[config.mk]
export PLATFORM = sky130hd
export DESIGN_NAME = burst_ram
export DESIGN_NICKNAME = d
export VERILOG_FILES = /design/src/rtl/burst_ram.sv
export SDC_FILE = /design/constraint.sdc
export NUM_CORES = 2
export LEC_CHECK = 0
export BUFFER_PORTS_ARGS = -buffer_cell sky130_fd_sc_hd__buf_4
export CAP_MARGIN = 10
export CORE_MARGIN = 4
export CORE_UTILIZATION = 40
export CTS_CLUSTER_DIAMETER = 40
export CTS_CLUSTER_SIZE = 28
export DETAILED_ROUTE_END_ITERATION = 10
export PLACE_DENSITY_LB_ADDON = 0.25
export SLEW_MARGIN = 20
export SYNTH_ARGS = -nofsm -noshare
export SYNTH_HDL_FRONTEND = slang
export SYNTH_SLANG_ARGS = --single-unit
[constraint.sdc]
create_clock -name clk -period 10.9 [get_ports clk]
set_input_delay 0.545 -clock clk [delete_from_list [all_inputs] [get_ports clk]]
set_output_delay 0.545 -clock clk [all_outputs]
set_load 0.01 [all_outputs]
[src/rtl/burst_ram.sv]
// burst_ram: single-port synchronous command RAM fed by the SPI receive
// path. Opcode-tagged words set pointers, write, read, burst-read or
// zero-fill the array. Read data leaves over a valid/ready handshake.
//
// Handshake: a word on dout transfers on any rising edge where tx_valid
// and tx_ready are both 1. tx_valid, once raised, holds (with dout
// stable) until that transfer. Commands on din are taken only on an edge
// with rx_valid=1 while busy=0. A command offered while busy is dropped
// and sets the sticky err flag.
module burst_ram #(
  parameter int ADDR_W    = 8,
  parameter int DATA_W    = 8,
  parameter int MEM_DEPTH = 256,
  parameter int AUTO_INC  = 0,
  localparam int P_W      = (ADDR_W > DATA_W) ? ADDR_W : DATA_W
) (
  input  logic             clk,
  input  logic             rst,
  input  logic             rx_valid,
  input  logic [P_W+2:0]   din,
  input  logic             tx_ready,
  output logic [DATA_W-1:0] dout,
  output logic             tx_valid,
  output logic             busy,
  output logic             err,
  output logic [1:0]       o_dbg_state
);

  typedef enum logic [1:0] {
    S_IDLE    = 2'd0,
    S_RD_HOLD = 2'd1,
    S_CLEAR   = 2'd2
  } state_t;

  localparam logic [2:0] OP_SET_WR = 3'b000;
  localparam logic [2:0] OP_WRITE  = 3'b001;
  localparam logic [2:0] OP_SET_RD = 3'b010;
  localparam logic [2:0] OP_READ   = 3'b011;
  localparam logic [2:0] OP_BURST  = 3'b100;
  localparam logic [2:0] OP_CLEAR  = 3'b101;

  localparam logic [ADDR_W-1:0] LAST_ADDR = ADDR_W'(MEM_DEPTH - 1);

  logic [DATA_W-1:0] r_mem [MEM_DEPTH];

  state_t            r_state;
  logic [ADDR_W-1:0] r_wr_addr;
  logic [ADDR_W-1:0] r_rd_addr;
  logic [ADDR_W-1:0] r_clr_addr;
  logic [ADDR_W-1:0] r_remaining;
  logic [DATA_W-1:0] r_dout;
  logic              r_tx_valid;
  logic              r_err;

  logic [2:0]        w_opcode;
  logic [P_W-1:0]    w_payload;
  logic              w_accept;

  assign w_opcode  = din[P_W+2:P_W];
  assign w_payload = din[P_W-1:0];
  assign w_accept  = rx_valid && (r_state == S_IDLE);

  assign dout        = r_dout;
  assign tx_valid    = r_tx_valid;
  assign busy        = (r_state != S_IDLE);
  assign err         = r_err;
  assign o_dbg_state = r_state;

  // Array write port: command writes from IDLE, zero-fill while clearing.
  // Reset suppresses both so a partially cleared array stays as it is.
  always_ff @(posedge clk) begin
    if (!rst) begin
      if (w_accept && (w_opcode == OP_WRITE)) begin
        r_mem[r_wr_addr] <= w_payload[DATA_W-1:0];
      end else if (r_state == S_CLEAR) begin
        r_mem[r_clr_addr] <= '0;
      end
    end
  end

  // Command decode, read streaming and clear sequencing.
  always_ff @(posedge clk) begin
    if (rst) begin
      r_state     <= S_IDLE;
      r_wr_addr   <= '0;
      r_rd_addr   <= '0;
      r_clr_addr  <= '0;
      r_remaining <= '0;
      r_dout      <= '0;
      r_tx_valid  <= 1'b0;
      r_err       <= 1'b0;
    end else begin
      if (rx_valid && (r_state != S_IDLE)) begin
        r_err <= 1'b1;
      end
      case (r_state)
        S_IDLE: begin
          r_tx_valid <= 1'b0;
          if (rx_valid) begin
            case (w_opcode)
              OP_SET_WR: r_wr_addr <= w_payload[ADDR_W-1:0];
              OP_WRITE: begin
                if (AUTO_INC != 0) r_wr_addr <= r_wr_addr + 1'b1;
              end
              OP_SET_RD: r_rd_addr <= w_payload[ADDR_W-1:0];
              OP_READ: begin
                r_dout      <= r_mem[r_rd_addr];
                r_tx_valid  <= 1'b1;
                r_remaining <= '0;
                if (AUTO_INC != 0) r_rd_addr <= r_rd_addr + 1'b1;
                r_state     <= S_RD_HOLD;
              end
              OP_BURST: begin
                // N=0 wraps to all-ones remaining, i.e. a full-array burst.
                r_dout      <= r_mem[r_rd_addr];
                r_tx_valid  <= 1'b1;
                r_rd_addr   <= r_rd_addr + 1'b1;
                r_remaining <= w_payload[ADDR_W-1:0] - 1'b1;
                r_state     <= S_RD_HOLD;
              end
              OP_CLEAR: begin
                r_clr_addr <= '0;
                r_state    <= S_CLEAR;
              end
              default: r_err <= 1'b1;
            endcase
          end
        end
        S_RD_HOLD: begin
          if (tx_ready) begin
            if (r_remaining == '0) begin
              r_tx_valid <= 1'b0;
              r_state    <= S_IDLE;
            end else begin
              r_dout      <= r_mem[r_rd_addr];
              r_rd_addr   <= r_rd_addr + 1'b1;
              r_remaining <= r_remaining - 1'b1;
            end
          end
        end
        S_CLEAR: begin
          r_clr_addr <= r_clr_addr + 1'b1;
          if (r_clr_addr == LAST_ADDR) begin
            r_state <= S_IDLE;
          end
        end
        default: r_state <= S_IDLE;
      endcase
    end
  end

endmodule

==> Word-level counts from Yosys, hierarchy flattened <==
Memories as Yosys holds them, arrays and structs flattened. A register that Yosys moved wholly into a read port is not among the register bits.
Cells that the tools add are included.
{ "word_totals": {"ff_bits": 44, "memories": 1, "in_bits": 15, "out_inout_bits": 13, "mem_bits_rw": 2048, "elab_cells": 95} }
{ "mem_list": {"columns": ["memory", "depth", "width", "read_ports", "rd_clocked_by_memory_dff", "write_ports", "line", "text"], "rows": [
  ["r_mem", 256, 8, 1, 1, 1, "44", "logic [DATA_W-1:0] r_mem [MEM_DEPTH];"]
]} }
{ "op_classes": {"n_addsub": 4, "muxes": 45, "n_eq_ne": 18, "n_reduce_logical": 19} }
{ "op_table": {"columns": ["operator", "n"], "rows": [
  ["2-to-1 mux 8 bit", 16],
  ["one-hot mux 8 bit (2 select lines)", 6],
  ["AND reduction 5 bit", 4],
  ["adder 8 x 1 -> 8 bit, second input constant", 2],
  ["2-to-1 mux 1 bit", 16],
  ["subtractor 8 x 1 -> 8 bit, second input constant", 2],
  ["inequality test 2 bit, second input constant", 5],
  ["AND reduction 3 bit", 3],
  ["== test 8 bit, second input constant", 1],
  ["logical NOT 8 bit", 1],
  ["2-to-1 mux 2 bit", 4],
  ["OR reduction 8 bit", 1],
  ["== test 3 x 2 -> 1 bit, second input constant", 2],
  ["== test 3 bit, second input constant", 2],
  ["inequality test 3 x 1 -> 1 bit, second input constant", 2],
  ["one-hot mux 2 bit (3 select lines)", 1],
  ["nonzero test 2 bit", 3],
  ["OR reduction 6 bit", 1],
  ["inequality test 2 x 1 -> 1 bit, second input constant", 2],
  ["one-hot mux 2 bit (2 select lines)", 1],
  ["== test 3 x 1 -> 1 bit, second input constant", 1],
  ["logical AND 1 bit", 3],
  ["logical NOT 3 bit", 1],
  ["inequality test 3 x 2 -> 1 bit, second input constant", 1],
  ["other kinds (5)", 5]
]} }

==> Logic depth before layout (Yosys ltp) <==
{ "logic_depth": {"word_depth": 8, "depth_mapped": 12, "mapped_depth_nobuf": 8} }

==> Worst setup path after synthesis <==
OpenSTA, ideal clock, no wires.
{ "synth_timing": {"path_kind": "input -> register", "startpoint": "in rst", "endpoint": "mem r_mem[0][2], data pin", "required_ps": 9448, "path_slack_ps": 2115, "t_arrival_ps": 7333, "setup_time_ps": 1452, "n_path_buf": 2, "cell_stages": 4, "path_cell_list": "clkbuf_1 -> nor3b_1 -> clkbuf_1 -> nor2b_1"} }
{ "synth_between": {"elab_chain_len": 4} }
{ "synth_rtl": {"columns": ["item", "line", "text"], "rows": [
  ["start: declaration", "18", "input logic rst,"],
  ["2-to-1 mux 1 bit", "72", "if (!rst) begin"],
  ["2-to-1 mux 1 bit (implied by the code)", "76", "r_mem[r_clr_addr] <= '0;"],
  ["OR reduction 8 bit (no line)", null, null],
  ["2-to-1 mux 8 bit (no line)", null, null],
  ["end: declaration", "44", null]
]} }
Every way passes these cells.

==> metrics.cfg <==
[logic_synthesis]
async_flop_share_pct = 0
ys_seq_elements = 2100
synth.top_cell.area_share_pct = 74.7
netlist_area_sq_um = 82400
yosysSeqAreaShare_pct = 75.9
synth_top_cell_by_area = edfxtp_1
synth_area_leaders = edfxtp_1, mux4_2, mux2i_1
synthFlopType = edfxtp_1
synth-edff-count = 2048
synth_cell_types = 57
syn_nets = 4110
synthTopCellsByCount = edfxtp_1, mux4_2, nor2_1
ys_warn_count = 0
synthCells = 4090
syn_area_per_cell_sq_um = 20.1
synth_most_common_cell = edfxtp_1

[floorplanning]
rows = 166
die_w_microns = 462
core_area_sq_um = 205000
dieArea_sq_um = 213000
initial_core_util_pct = 40.2
die_h_microns = 462
ios = 28

[timing]
fin_setup_tns_ns = 0
drv_slew = 0
layout_setup_ws_ns = 6.33
rsz0062_at_grt = no
setup_viol = 0
slew_headroom_pct = 23.9
worst_slew_pin_slew_ns = 1.14
finalCritPeriodShare_pct = 42.0
hold_ws_ns = 0.108
fmax_mhz = 219
hold_viol_final = 0
worst_clock_skew_ns = 0.0806
period_minus_slack_ns = 4.57

[clocking]
clockBufferDepth = 4
cts.sinks = 2100
path_clk_slew_ns = 0.06
htreeDepth = 5
insertion_delay_ns = 0.92
cts_resized = 0
cts_root_buf = clkbuf_16
cts_tree = yes
cts_buffers = 295

[placement]
dpl_cell_area_sq_um = 85300
placement.io_buffers = 27
gp_congestion = 0.801
dpl.hpwl_mm = 122
dp_slack_ns = 6.30

[drt]
ant_nets = 0
drc = 0
wl_mm = 207
avgViaCountPerCell = 5.79
drt_iter0_drc = 4605
wl_per_cell_microns = 28.9
dr.pass1.iters = 5
vias = 41527

[run_status]
status = finished clean

[power]
p_per_area_nw_per_um2 = 205
irDropWorstVdd_v = 0.000139
p_leak_uw = 0.0285

[job]
drv_cap = 0

[cells_and_area]
nets = 4286
drive_gt1_share_pct = 23.2
fillerInstances = 17031
syn2layout_area_growth_pct = 15.8
fin_area_sq_um = 95400

[critical_path]
cp_max_fo = 102
arrival_ns = 5.37
worst_ep_required_time_ns = 11.70
worstSetupPathType = reg -> reg
crit_path_start_kind = flop
cp-end-kind = flop

[global_route]
grt_max_degree = 111
gr-total-overflow = 0
grt_pass1_wl_mm = 299
grtUsageTotal_pct = 19.3
grt_pass1_vias = 41412
antenna_found_initial = 7

[min_path]
hold_class = in -> reg

-- per-layer routing --
| layer | vias up | track usage, % | wire length (microns) |
|---|---|---|---|
| met2 | 1641 | 29.9 | 97500 |
| met4 | 2 | 5.71 | 5530 |
| met1 | 22107 | 28.0 | 90200 |
| li1 | 17442 | - | - |
| met5 | - | 0 | 13 |
| met3 | 335 | 3.58 | 14000 |
-- metrics by stage --
stage	instances	total power [uW]	utilization, %
final	7171	19600	46.6
after global routing	7168	20200	46.6
after CTS	7167	19700	46.5
after detailed placement	6645	10200	41.7
after global placement	6644	10200	41.7
after floorplan	4090	9850	-
-- cells by family (layout without fill, tap and decap cells) --
group	count (synthesis)	in the layout	synth area share, %
buffers and inverters	254	644	1.77
adders and majority gates	5	5	0.0760
muxes	692	692	15.0
AOI/OAI and AO/OA	490	490	4.23
xor gates and xnor gates	13	13	0.138
DFF	2100	2100	75.9
and+or+nand+nor	536	536	2.83
other	0	3	0
-- area by class of cell --
class                           count  area (sq um)  area share [%]
Antenna cell                        3          7.51         0.00787
Clock buffer                      327          7650            8.02
Clock inverter                    184          2210            2.32
Inverter                           13          50.0          0.0525
Multi-Input combinational cell   1736         18500            19.4
Sequential cell                  2100         62600            65.6
Tap cell                         2688          3360            3.53
Timing Repair Buffer              120          1020            1.07
-- repair_timing --
item                      4_1_cts  5_1_grt
setup buffers                   0        0
hold endpoints to repair       12        0
hold buffers                   11        0
-- worst paths after layout --
path | end | depth (start not counted) | slack, ns | start
worst max register to register | dout[5] | 8 | 6.33 | flop
worst min-delay path | err | 2 | 0.11 | rst
worst min register to register | tx_valid | 2 | 0.47 | tx_valid
worst max-delay path | dout[5] | 8 | 6.33 | flop
-- power by group --
part / switching [uW] / internal (uW)
clock network: 3600 / 5960
logic: 673 / 404
registers: 32.6 / 8900
-- sequential cells by signal, indices dropped and copies added, names as in the netlist, named ones only --
name         cells
r_clr_addr       8
r_remaining      8
tx_valid         1
r_mem         2048
r_rd_addr        8
err              1
r_wr_addr        8
o_dbg_state      2
dout             8
-- cell usage in the layout, fill, tap and decap left out, drive strengths merged, types with 8 or more instances in the layout --
cell	instances
nand2b	20
o22ai	63
inv	60
nor2b	29
nor2	316
a31oi	8
nand2	92
clkinvlp	26
dfxtp	52
nand3	16
clkbuf	327
o221ai	116
edfxtp	2048
a21boi	51
nand3b	9
bufinv	35
a22oi	38
dlygate4sd3	11
mux4	435
nor3	13
o211ai	14
a211oi	36
clkinv	76
a21oi	38
buf	109
xor2	10
o21ai	89
mux2i	256
nand4	15
-- worst max-delay path, stage by stage, from the launching register on --
cell      delay, ns
dfxtp_4        0.75
buf_12         0.59
buf_12         0.59
mux2i_1        0.21
o221ai_1       0.33
o22ai_1        0.15
o21ai_0        0.70
nand4_1        0.53
o211ai_1       0.30
Note: power is estimated with default switching activity, not from simulation.
